### config.mk
export PLATFORM = sky130hd
export DESIGN_NAME = axis_uart_rx
export DESIGN_NICKNAME = d
export VERILOG_FILES = /design/src/rtl/uart_pkg.sv /design/src/rtl/uart_baud_gen.sv /design/src/rtl/axis_uart_rx.sv
export SDC_FILE = /design/constraint.sdc
export NUM_CORES = 1
export LEC_CHECK = 0
export ABC_AREA = 1
export CORE_MARGIN = 5
export CORE_UTILIZATION = 44
export DETAILED_ROUTE_END_ITERATION = 7
export DONT_BUFFER_PORTS = 1
export GPL_TIMING_DRIVEN = 1
export SLEW_MARGIN = 30
export SYNTH_ARGS = -nofsm -noshare
export SYNTH_HDL_FRONTEND = slang
export SYNTH_SLANG_ARGS = --single-unit
### constraint.sdc
create_clock -name clk -period 2.83 [get_ports clk]
set_input_delay 0.4245 -clock clk [delete_from_list [all_inputs] [get_ports clk]]
set_output_delay 0.4245 -clock clk [all_outputs]
set_load 0.05 [all_outputs]
### src/rtl/uart_pkg.sv
// Shared UART definitions: receiver FSM states and baud divider calculation.
package uart_pkg;

    typedef enum logic [2:0] {
        ST_IDLE    = 3'd0,
        ST_START   = 3'd1,
        ST_DATA    = 3'd2,
        ST_PARITY  = 3'd3,
        ST_STOP    = 3'd4,
        ST_WAIT_HI = 3'd5
    } uart_state_t;

    // Clocks per oversample tick; clamped to 1 so a too-fast baud still elaborates.
    function automatic int uart_div(input int clk_freq, input int baud, input int oversample);
        int d;
        d = clk_freq / (baud * oversample);
        if (d < 1) d = 1;
        return d;
    endfunction

endpackage

### src/rtl/uart_baud_gen.sv
// Free-running divider producing a one-cycle oversample tick every DIV clocks.
module uart_baud_gen #(
    parameter int DIV = 10
) (
    input  logic i_clk,
    input  logic i_rst_n,
    output logic o_tick
);

    localparam int CW = (DIV > 1) ? $clog2(DIV) : 1;

    logic [CW-1:0] r_cnt;
    logic          w_wrap;

    assign w_wrap = (r_cnt == CW'(DIV - 1));

    always_ff @(posedge i_clk) begin
        if (!i_rst_n) begin
            r_cnt <= '0;
        end else if (w_wrap) begin
            r_cnt <= '0;
        end else begin
            r_cnt <= r_cnt + 1'b1;
        end
    end

    assign o_tick = w_wrap;

endmodule

### src/rtl/axis_uart_rx.sv
// Oversampling UART receiver (8N1, or 8E1 when AXIS_UART_RX_PARITY_EN is defined)
// feeding a single-entry AXI-Stream holding register with error pulses.
module axis_uart_rx
    import uart_pkg::*;
#(
    parameter int CLK_FREQ   = 50_000_000,
    parameter int BAUD       = 115200,
    parameter int OVERSAMPLE = 16,
    parameter int DATA_BITS  = 8
) (
    input  logic                 clk,
    input  logic                 rst_n,
    input  logic                 rx_i,
    output logic [DATA_BITS-1:0] m_axis_tdata,
    output logic                 m_axis_tvalid,
    input  logic                 m_axis_tready,
    output logic                 frame_err,
    output logic                 overrun,
    output logic                 parity_err,
    output logic                 busy
);

    // OVERSAMPLE must be even and >= 8; DATA_BITS must be >= 2.
    localparam int DIV   = uart_div(CLK_FREQ, BAUD, OVERSAMPLE);
    localparam int CNT_W = $clog2(OVERSAMPLE);
    localparam int BIT_W = $clog2(DATA_BITS + 1);

    logic                 w_tick;
    logic                 r_sync1;
    logic                 r_sync2;
    logic                 r_rxs_d;
    logic                 w_rxs;
    uart_state_t          r_state;
    logic [CNT_W-1:0]     r_cnt;
    logic [BIT_W-1:0]     r_bit;
    logic [DATA_BITS-1:0] r_shift;
    logic                 w_half_end;
    logic                 w_bit_end;
    logic                 w_data_smp;
    logic                 w_stop_smp;
    logic                 w_ferr;
    logic                 w_perr;
    logic                 w_good;
    logic                 w_load;
    logic                 w_ovr;
    logic [DATA_BITS-1:0] r_tdata;
    logic                 r_tvalid;
    logic                 r_ferr;
    logic                 r_ovr;
    logic                 r_perr;
`ifdef AXIS_UART_RX_PARITY_EN
    logic                 r_par;
    logic                 w_par_smp;
`endif

    uart_baud_gen #(
        .DIV (DIV)
    ) u_baud (
        .i_clk   (clk),
        .i_rst_n (rst_n),
        .o_tick  (w_tick)
    );

    // Synchronizer and edge-detect history idle high so reset never looks like a start bit.
    always_ff @(posedge clk) begin
        if (!rst_n) begin
            r_sync1 <= 1'b1;
            r_sync2 <= 1'b1;
            r_rxs_d <= 1'b1;
        end else begin
            r_sync1 <= rx_i;
            r_sync2 <= r_sync1;
            r_rxs_d <= r_sync2;
        end
    end

    assign w_rxs      = r_sync2;
    assign w_half_end = w_tick && (r_cnt == CNT_W'(OVERSAMPLE / 2 - 1));
    assign w_bit_end  = w_tick && (r_cnt == CNT_W'(OVERSAMPLE - 1));
    assign w_data_smp = (r_state == ST_DATA) && w_bit_end;
    assign w_stop_smp = (r_state == ST_STOP) && w_bit_end;

    always_ff @(posedge clk) begin
        if (!rst_n) begin
            r_state <= ST_IDLE;
            r_cnt   <= '0;
            r_bit   <= '0;
        end else begin
            case (r_state)
                ST_IDLE: begin
                    r_cnt <= '0;
                    r_bit <= '0;
                    if (r_rxs_d && !w_rxs) begin
                        r_state <= ST_START;
                    end
                end
                ST_START: begin
                    if (w_half_end) begin
                        r_cnt   <= '0;
                        r_state <= w_rxs ? ST_IDLE : ST_DATA;
                    end else if (w_tick) begin
                        r_cnt <= r_cnt + 1'b1;
                    end
                end
                ST_DATA: begin
                    if (w_bit_end) begin
                        r_cnt <= '0;
                        if (r_bit == BIT_W'(DATA_BITS - 1)) begin
                            r_bit <= '0;
`ifdef AXIS_UART_RX_PARITY_EN
                            r_state <= ST_PARITY;
`else
                            r_state <= ST_STOP;
`endif
                        end else begin
                            r_bit <= r_bit + 1'b1;
                        end
                    end else if (w_tick) begin
                        r_cnt <= r_cnt + 1'b1;
                    end
                end
`ifdef AXIS_UART_RX_PARITY_EN
                ST_PARITY: begin
                    if (w_bit_end) begin
                        r_cnt   <= '0;
                        r_state <= ST_STOP;
                    end else if (w_tick) begin
                        r_cnt <= r_cnt + 1'b1;
                    end
                end
`endif
                ST_STOP: begin
                    if (w_bit_end) begin
                        r_cnt   <= '0;
                        r_state <= w_rxs ? ST_IDLE : ST_WAIT_HI;
                    end else if (w_tick) begin
                        r_cnt <= r_cnt + 1'b1;
                    end
                end
                // A held-low line (break) must return high before a new start edge counts.
                ST_WAIT_HI: begin
                    if (w_rxs) begin
                        r_state <= ST_IDLE;
                    end
                end
                default: begin
                    r_state <= ST_IDLE;
                end
            endcase
        end
    end

    // Payload shift register, LSB arrives first.
    always_ff @(posedge clk) begin
        if (w_data_smp) begin
            r_shift <= {w_rxs, r_shift[DATA_BITS-1:1]};
        end
    end

`ifdef AXIS_UART_RX_PARITY_EN
    assign w_par_smp = (r_state == ST_PARITY) && w_bit_end;

    always_ff @(posedge clk) begin
        if (w_par_smp) begin
            r_par <= w_rxs;
        end
    end

    assign w_perr = w_stop_smp && (^{r_shift, r_par});
`else
    assign w_perr = 1'b0;
`endif

    // Any error drops the byte and masks the overrun indication.
    assign w_ferr = w_stop_smp && !w_rxs;
    assign w_good = w_stop_smp && w_rxs && !w_perr;
    assign w_load = w_good && (!r_tvalid || m_axis_tready);
    assign w_ovr  = w_good && r_tvalid && !m_axis_tready;

    always_ff @(posedge clk) begin
        if (!rst_n) begin
            r_tdata  <= '0;
            r_tvalid <= 1'b0;
            r_ferr   <= 1'b0;
            r_ovr    <= 1'b0;
            r_perr   <= 1'b0;
        end else begin
            r_ferr <= w_ferr;
            r_ovr  <= w_ovr;
            r_perr <= w_perr;
            if (w_load) begin
                r_tdata  <= r_shift;
                r_tvalid <= 1'b1;
            end else if (m_axis_tready) begin
                r_tvalid <= 1'b0;
            end
        end
    end

    assign m_axis_tdata  = r_tdata;
    assign m_axis_tvalid = r_tvalid;
    assign frame_err     = r_ferr;
    assign overrun       = r_ovr;
    assign parity_err    = r_perr;
    assign busy          = (r_state != ST_IDLE);

endmodule

==> impl_results.md, run 1 <==
- Status: finished clean
- Worst Setup End Kind: output port
- Initial antenna violation count: 0
- Placed insts: 264
- FMAX: roughly 0.6 GHz
- Post-Syn Area: roughly 1700 um^2
- Critical Path Start: r_state[1]
- Vias after detailed routing: 1,313
- Fill count: 370
- Top-count cell post-synth: nand2_1
- Synth warn: 0
- Hold WS: between 0.2 and 0.25 ns
- CP top delay family: simple AND/OR/NAND/NOR gates
- Sum of buffers and inverters on the critical path: 0
- Cell leakage power: approximately 0.85 nW
- Die Footprint: 5250 um^2
- Placed cell areas: 1740 um^2
- Clock root cell: clkbuf_8
- Worst Hold Class: in -> reg
- Overall power: 1.48 mW
- PwrDens: 798 nW/um^2
- GPL Wtd Cong: around 0.86
- Psw: about 520 uW
- Fin. Hold Viols: 0
- Sw Share: 0.351
- Synth cell count leaders: nand2_1, nor2_1, dfxtp_1
- Final Core Density: 0.498
- GRT Overall Usage: 0.130
- Clk pwr share: 0.289
- Setup crit start kind: flip-flop
- Critical Path AT: 1.24 ns
- Drt via density: around 4.8
- Clock transition at path regs: 0.07 ns
- Pint: 958 uW
- Design Area, Final: ~1800 um^2
- Worst Path Required: 2.41 ns
- CTS tree: built
- DP Worst Slack: roughly 1.2 ns
- Post-synthesis register bit count: 38
- Non-Filler Instances: 272
- Yosys cell types: 24
- Detailed-route DRC error count: 0
- Post-synth EDFFs: 8
- Fin Clk Skew: slightly below 0.006 ns
- Setup ws final: 1.17 ns
- Comb pwr share: 0.287
- CTS Sinks: 38
- Die X: 72.5 um
- Routed len/inst: 10.9 um
- Worst r2r src: r_state[1]
- Rel. slew slack: 0.655
- Die Ht: 72.5 um
- Routed Wire Length: 2.96 mm
- Sequential share of the synthesized area: 0.489
- # rows: 22
- CP max-delay cell: nand2_1
- Fraction of registers with async set/reset: 0
- Clock Latency Late Sink: 0.28 ns
- Final Critical Period: approximately 1.7 ns
- Synth Area per Inst: between 7 and 8 um^2
- Placeable Area: 3720 um^2
- CP max stage delay: between 0.3 and 0.4 ns
- Synth Instances: 220
- Most area-hungry cell type in the Yosys netlist: dfxtp_1
- Max-Cap Viols: 0
- Cts bufs inserted: 5
- Final Net Count: 231
- TritonRoute pass-1 iters: 5
- Worst-Margin Slew: 0.517 ns
- Post-CTS sizing: 0
- Antenna cells: 0
- Top cells by area, synth: dfxtp_1, edfxtp_1, nand2_1
- Total Neg Setup Slack: 0 ns
- Critical path type: reg -> out
- Hold_buf cts: 0
- Final worst-path cycle share: 0.588
- Pin count of the biggest net entering global routing: 18
- Post-CTS Setup Repair Bufs: 0
- Synth top area share: 0.350
- Syn Nets: 228
- Max IR drop VDD: between 0.2 and 0.3 mV
- Io pins: 17
- Vias in the first global route: 1,262
- Post-DP HPWL: 2.19 mm
- Predominant post-synthesis flop cell: dfxtp_1
- Critical-path cell list: nor2_2 -> nand2_1
- IO buf count: 0
- Share of layout cells above drive strength 1: 0.129
- RSZ-0062 raised after global routing: no
- HP Start: rst_n
- First-pass GRT wire length: 5.28 mm
- Pins Over Slew Limit: 0
- Final ANT Viol Nets: 0
- H-tree depth: 2
- DRT iter0 DRCs: between 70 and 80
- P&R area growth vs syn: 7.65%
- Initial core utilization: 0.462
- Sequential share of power: 0.424
- # setup viols final: 0
- GRT overflow: 0
- Max Buffers Root-to-Sink: 2
- Crit path max fanout: 6
sequential cells by signal, summed over array words and instances, names as in the netlist:
name	cells
r_cnt	4
r_bit	4
u_baud.r_cnt	5
frame_err	1
r_state	3
r_sync2	1
m_axis_tdata	8
r_sync1	1
m_axis_tvalid	1
r_shift	8
overrun	1
r_rxs_d	1
cells by family (layout without fill, tap and decap cells):
family / after synthesis / count (layout) / synth area share
buf+inv: 29 / 33 / 0.0808
simple gates: 131 / 131 / 0.349
other cells: 1 / 1 / 0.00218
fa+ha+maj: 4 / 4 / 0.0291
flops: 38 / 38 / 0.489
compound gates: 17 / 17 / 0.0495
layout make-up:
type                    instances  area (um^2)  area share
well taps                      48         60.1      0.0325
inverters                      25         98.8      0.0535
multi-input cells             153          738       0.399
flip-flops and latches         38          841       0.455
clock buffers                   8          111      0.0602
routing by layer:
layer	vias up	share of wire	global-route usage
met5	-	0	0
met4	0	0.015	0.0553
met3	4	0.050	0.0485
met2	25	0.51	0.229
met1	589	0.43	0.139
li1	695	-	-
worst reg2reg max path: stages (launching register included):
cell     delay (ns)
dfxtp_1        0.37
nor2_2         0.21
nand2_1        0.38
nand2_1        0.31
inv_1          0.10
a21oi_1        0.12
nor2_1         0.05
placed cells by master, fill, tap and decap left out:
cell type,instances
nand4_1,4
nand2_1,55
nor2_1,38
dfxtp_1,30
a21oi_1,12
nor2_4,1
ha_1,4
o21ai_0,5
nand2_4,2
nand3_1,14
clkbuf_16,1
nor2_2,1
inv_2,4
nor3_1,3
clkbuf_8,6
inv_1,20
clkinv_4,1
clkbuf_1,1
or2_2,8
nand2_2,3
nand3_2,1
nand4_4,1
conb_1,1
edfxtp_1,8
worst paths after layout:
check	to	slack [ns]	cells past startpoint
worst min-delay path	r_rxs_d	0.24	1
worst max register to register	r_bit[1]	1.19	6
worst min register to register	r_sync2	0.41	1
worst max-delay path	busy	1.17	2
power groups by stage:
stage	clock network, mW	registers (mW)	logic, mW
finish	0.427	0.626	0.424
global route	0.473	0.634	0.494
CTS	0.446	0.626	0.428
detailed placement	0	0.638	0.426
global placement	0	0.640	0.432
floorplan	0	0.631	0.362
(Power assumes the default switching activity.)
==> inputs of run 2 (changes only) <==
--- a/config.mk
+++ b/config.mk
@@ -5,7 +5,7 @@
 export SDC_FILE = /design/constraint.sdc
 export NUM_CORES = 1
 export LEC_CHECK = 0
-export ABC_AREA = 1
+export ABC_AREA = 0
 export CORE_MARGIN = 5
 export CORE_UTILIZATION = 44
 export DETAILED_ROUTE_END_ITERATION = 7
==> constraint.sdc (replaced) <==
create_clock -name clk -period 1.5 [get_ports clk]
set_input_delay 0.225 -clock clk [delete_from_list [all_inputs] [get_ports clk]]
set_output_delay 0.225 -clock clk [all_outputs]
set_load 0.05 [all_outputs]
==> impl_results.md, run 2 <==
- Status: finished with violations
- Failing checks: negative setup slack
- Synth Instances: 166
- Critical path type: reg -> reg
- GPL Wtd Cong: 0.802
- IO buf count: 0
- R2r worst-path depth: 7
- Cell leakage power: 0.894 nW
- Hold Crit Depth: 1
- Pins Over Slew Limit: 0
- Synth warn: 0
- Commonest non-fill, non-tap cell in the layout: buf_4
- Final Critical Period: 1.74 ns
- Most frequent cells in the layout: buf_4, dfxtp_1, nor2b_1
- Clock root cell: clkbuf_8
- Yosys cell types: 42
- Drt via density: 5.38
- Initial antenna violation count: 0
- Top cells by area, synth: dfxtp_1, edfxtp_1, mux2i_1
- Die Footprint: 5090 um^2
- PwrDens: 839 nW/um^2
- Post-DP HPWL: about 2.6 mm
- Post-Syn Area: roughly 1700 um^2
- Die Ht: about 70 um
- Non-Filler Instances: 251
- Detailed-route DRC error count: 0
- Critical-path cell list: inv_2 -> ha_4 -> nand4b_4 -> o311ai_4 -> o41ai_4 -> or3_1 -> a21boi_2
- Routed Wire Length: 3.69 mm
- # setup viols final: 27
- Post-synthesis register bit count: 38
- Antenna cells: 0
- Placeable Area: 3660 um^2
- Max Buffers Root-to-Sink: 2
- Sum of buffers and inverters on the critical path: 1
- CP top delay family: compound AO/OA/AOI/OAI gates
- Worst Hold Class: in -> reg
- GRT Overall Usage: 0.153
- Max IR drop VDD: 0.461 mV
- Worst Path Required: 1.72 ns
- Setup crit start kind: flip-flop
- GRT overflow: 0
- Crit path max fanout: 5
- Overall power: 1.84 mW
- FMAX: around 0.57 GHz
- TritonRoute pass-1 iters: 5
- Final worst-path cycle share: 1.16
- Clock transition at path regs: 0.08 ns
- Clock Latency Late Sink: 0.29 ns
- Synth Area per Inst: 9.97 um^2
- Share of layout cells above drive strength 1: 0.355
- Rel. slew slack: 0.649
- Design Area, Final: 2190 um^2
- Hold WS: between 0.02 and 0.03 ns
- CP max-delay cell: or3_1
- H-tree depth: 2
- Io pins: 17
- Setup ws final: -0.243 ns
- Fin. Hold Viols: 0
- Syn Nets: 174
- Cts bufs inserted: 5
- # rows: 22
- Worst Setup End Kind: flip-flop
- Top-count cell post-synth: dfxtp_1
- CTS tree: built
- Placed insts: 239
- Final ANT Viol Nets: 0
- Pin count of the biggest net entering global routing: 29
- DRT iter0 DRCs: 49
- Most area-hungry cell type in the Yosys netlist: dfxtp_1
- Worst path depth: 7
- Routed len/inst: ~15 um
- Max-Cap Viols: 0
- Vias after detailed routing: 1,351
- Vias in the first global route: 1,283
- Fraction of registers with async set/reset: 0
- Synth top area share: 0.363
- Final Net Count: 210
- Sequential share of the synthesized area: 0.508
- Initial core utilization: 0.452
- Hold_buf cts: 0
- P&R area growth vs syn: 32.6%
- Critical Path AT: 1.96 ns
- Predominant post-synthesis flop cell: dfxtp_1
- DP Worst Slack: -0.244 ns
- Die X: 71.3 um
- RSZ-0062 raised after global routing: yes
- CP max stage delay: about 0.38 ns
- CTS Sinks: 38
- Fin Clk Skew: 0.00751 ns
- Worst-Margin Slew: about 0.53 ns
- Post-synth EDFFs: 8
- Placed cell areas: 1970 um^2
- First-pass GRT wire length: just over 6 mm
- Synth cell count leaders: dfxtp_1, nor2_1, o21ai_0
==> run 2: cell count changes after synthesis, sizes merged, moves of 4 or more <==
cell	change
nand2	-50
nor2	-26
inv	-18
nor2b	+11
nand3	-9
a21oi	-8
mux2i	+8
o21ai	+8
or2	-7
a21boi	+4
clkbuf	+4
nand2b	+4
==> run 2: path summary, 6_finish.rpt <==
kind                   startpoint    endpoint  slack, ns
hold reg to reg           r_sync1     r_sync2       0.41
setup reg to reg  u_baud.r_cnt[0]  r_state[2]      -0.24
setup / recovery  u_baud.r_cnt[0]  r_state[2]      -0.24
hold / removal              rst_n     r_sync2       0.03
==> run 2: logic make-up after synthesis <==
group           count (synthesis)  synth area share
other cells                     1           0.00227
xor+xnor                        3            0.0159
flops                          38             0.508
simple gates                   64             0.221
compound gates                 33             0.136
mux                             8            0.0484
fa+ha+maj                       4            0.0302
buf+inv                        15            0.0385
==> run 2: per-layer routing <==
metal  part of all wire  track usage  vias to the layer above
met4              0.022       0.0585                        0
met2               0.51        0.277                       39
met1               0.41        0.167                      644
met5                  0            0                        -
met3              0.050       0.0463                       10
li1                   -            -                      658
==> run 2: cell type report <==
cell class / instances / area [um^2]
clock inverter: 3 / 16.3
tap: 48 / 60.1
fill: 302 / 1470
clock buffer: 5 / 68.8
multi-input combinational: 113 / 880
timing repair buffer: 38 / 302
inverter: 6 / 22.5
sequential: 38 / 846
==> run 2: metrics by stage <==
step / utilization / TNS [ns]
2_1_floorplan: - / -0.555
3_3_place_gp: 0.537 / -3.38
3_5_place_dp: 0.537 / -3.71
4_1_cts: 0.577 / -3.38
5_1_grt: 0.599 / -5.77
6_report: 0.599 / -3.22
==> run 2: report_power, final <==
group / leakage [nW] / internal [mW] / total [mW] / switching, mW
clock network: 0.0416 / 0.318 / 0.664 / 0.347
logic: 0.537 / 0.0567 / 0.117 / 0.0605
registers: 0.316 / 1.05 / 1.06 / 0.00822
==> run 2: repair_timing <==
action / CTS / global route
setup buffers: 2 / 2
setup endpoints to repair: 27 / 28
cloned: 0 / 0
gates resized for setup: 10 / 20
pin swaps: 6 / 7
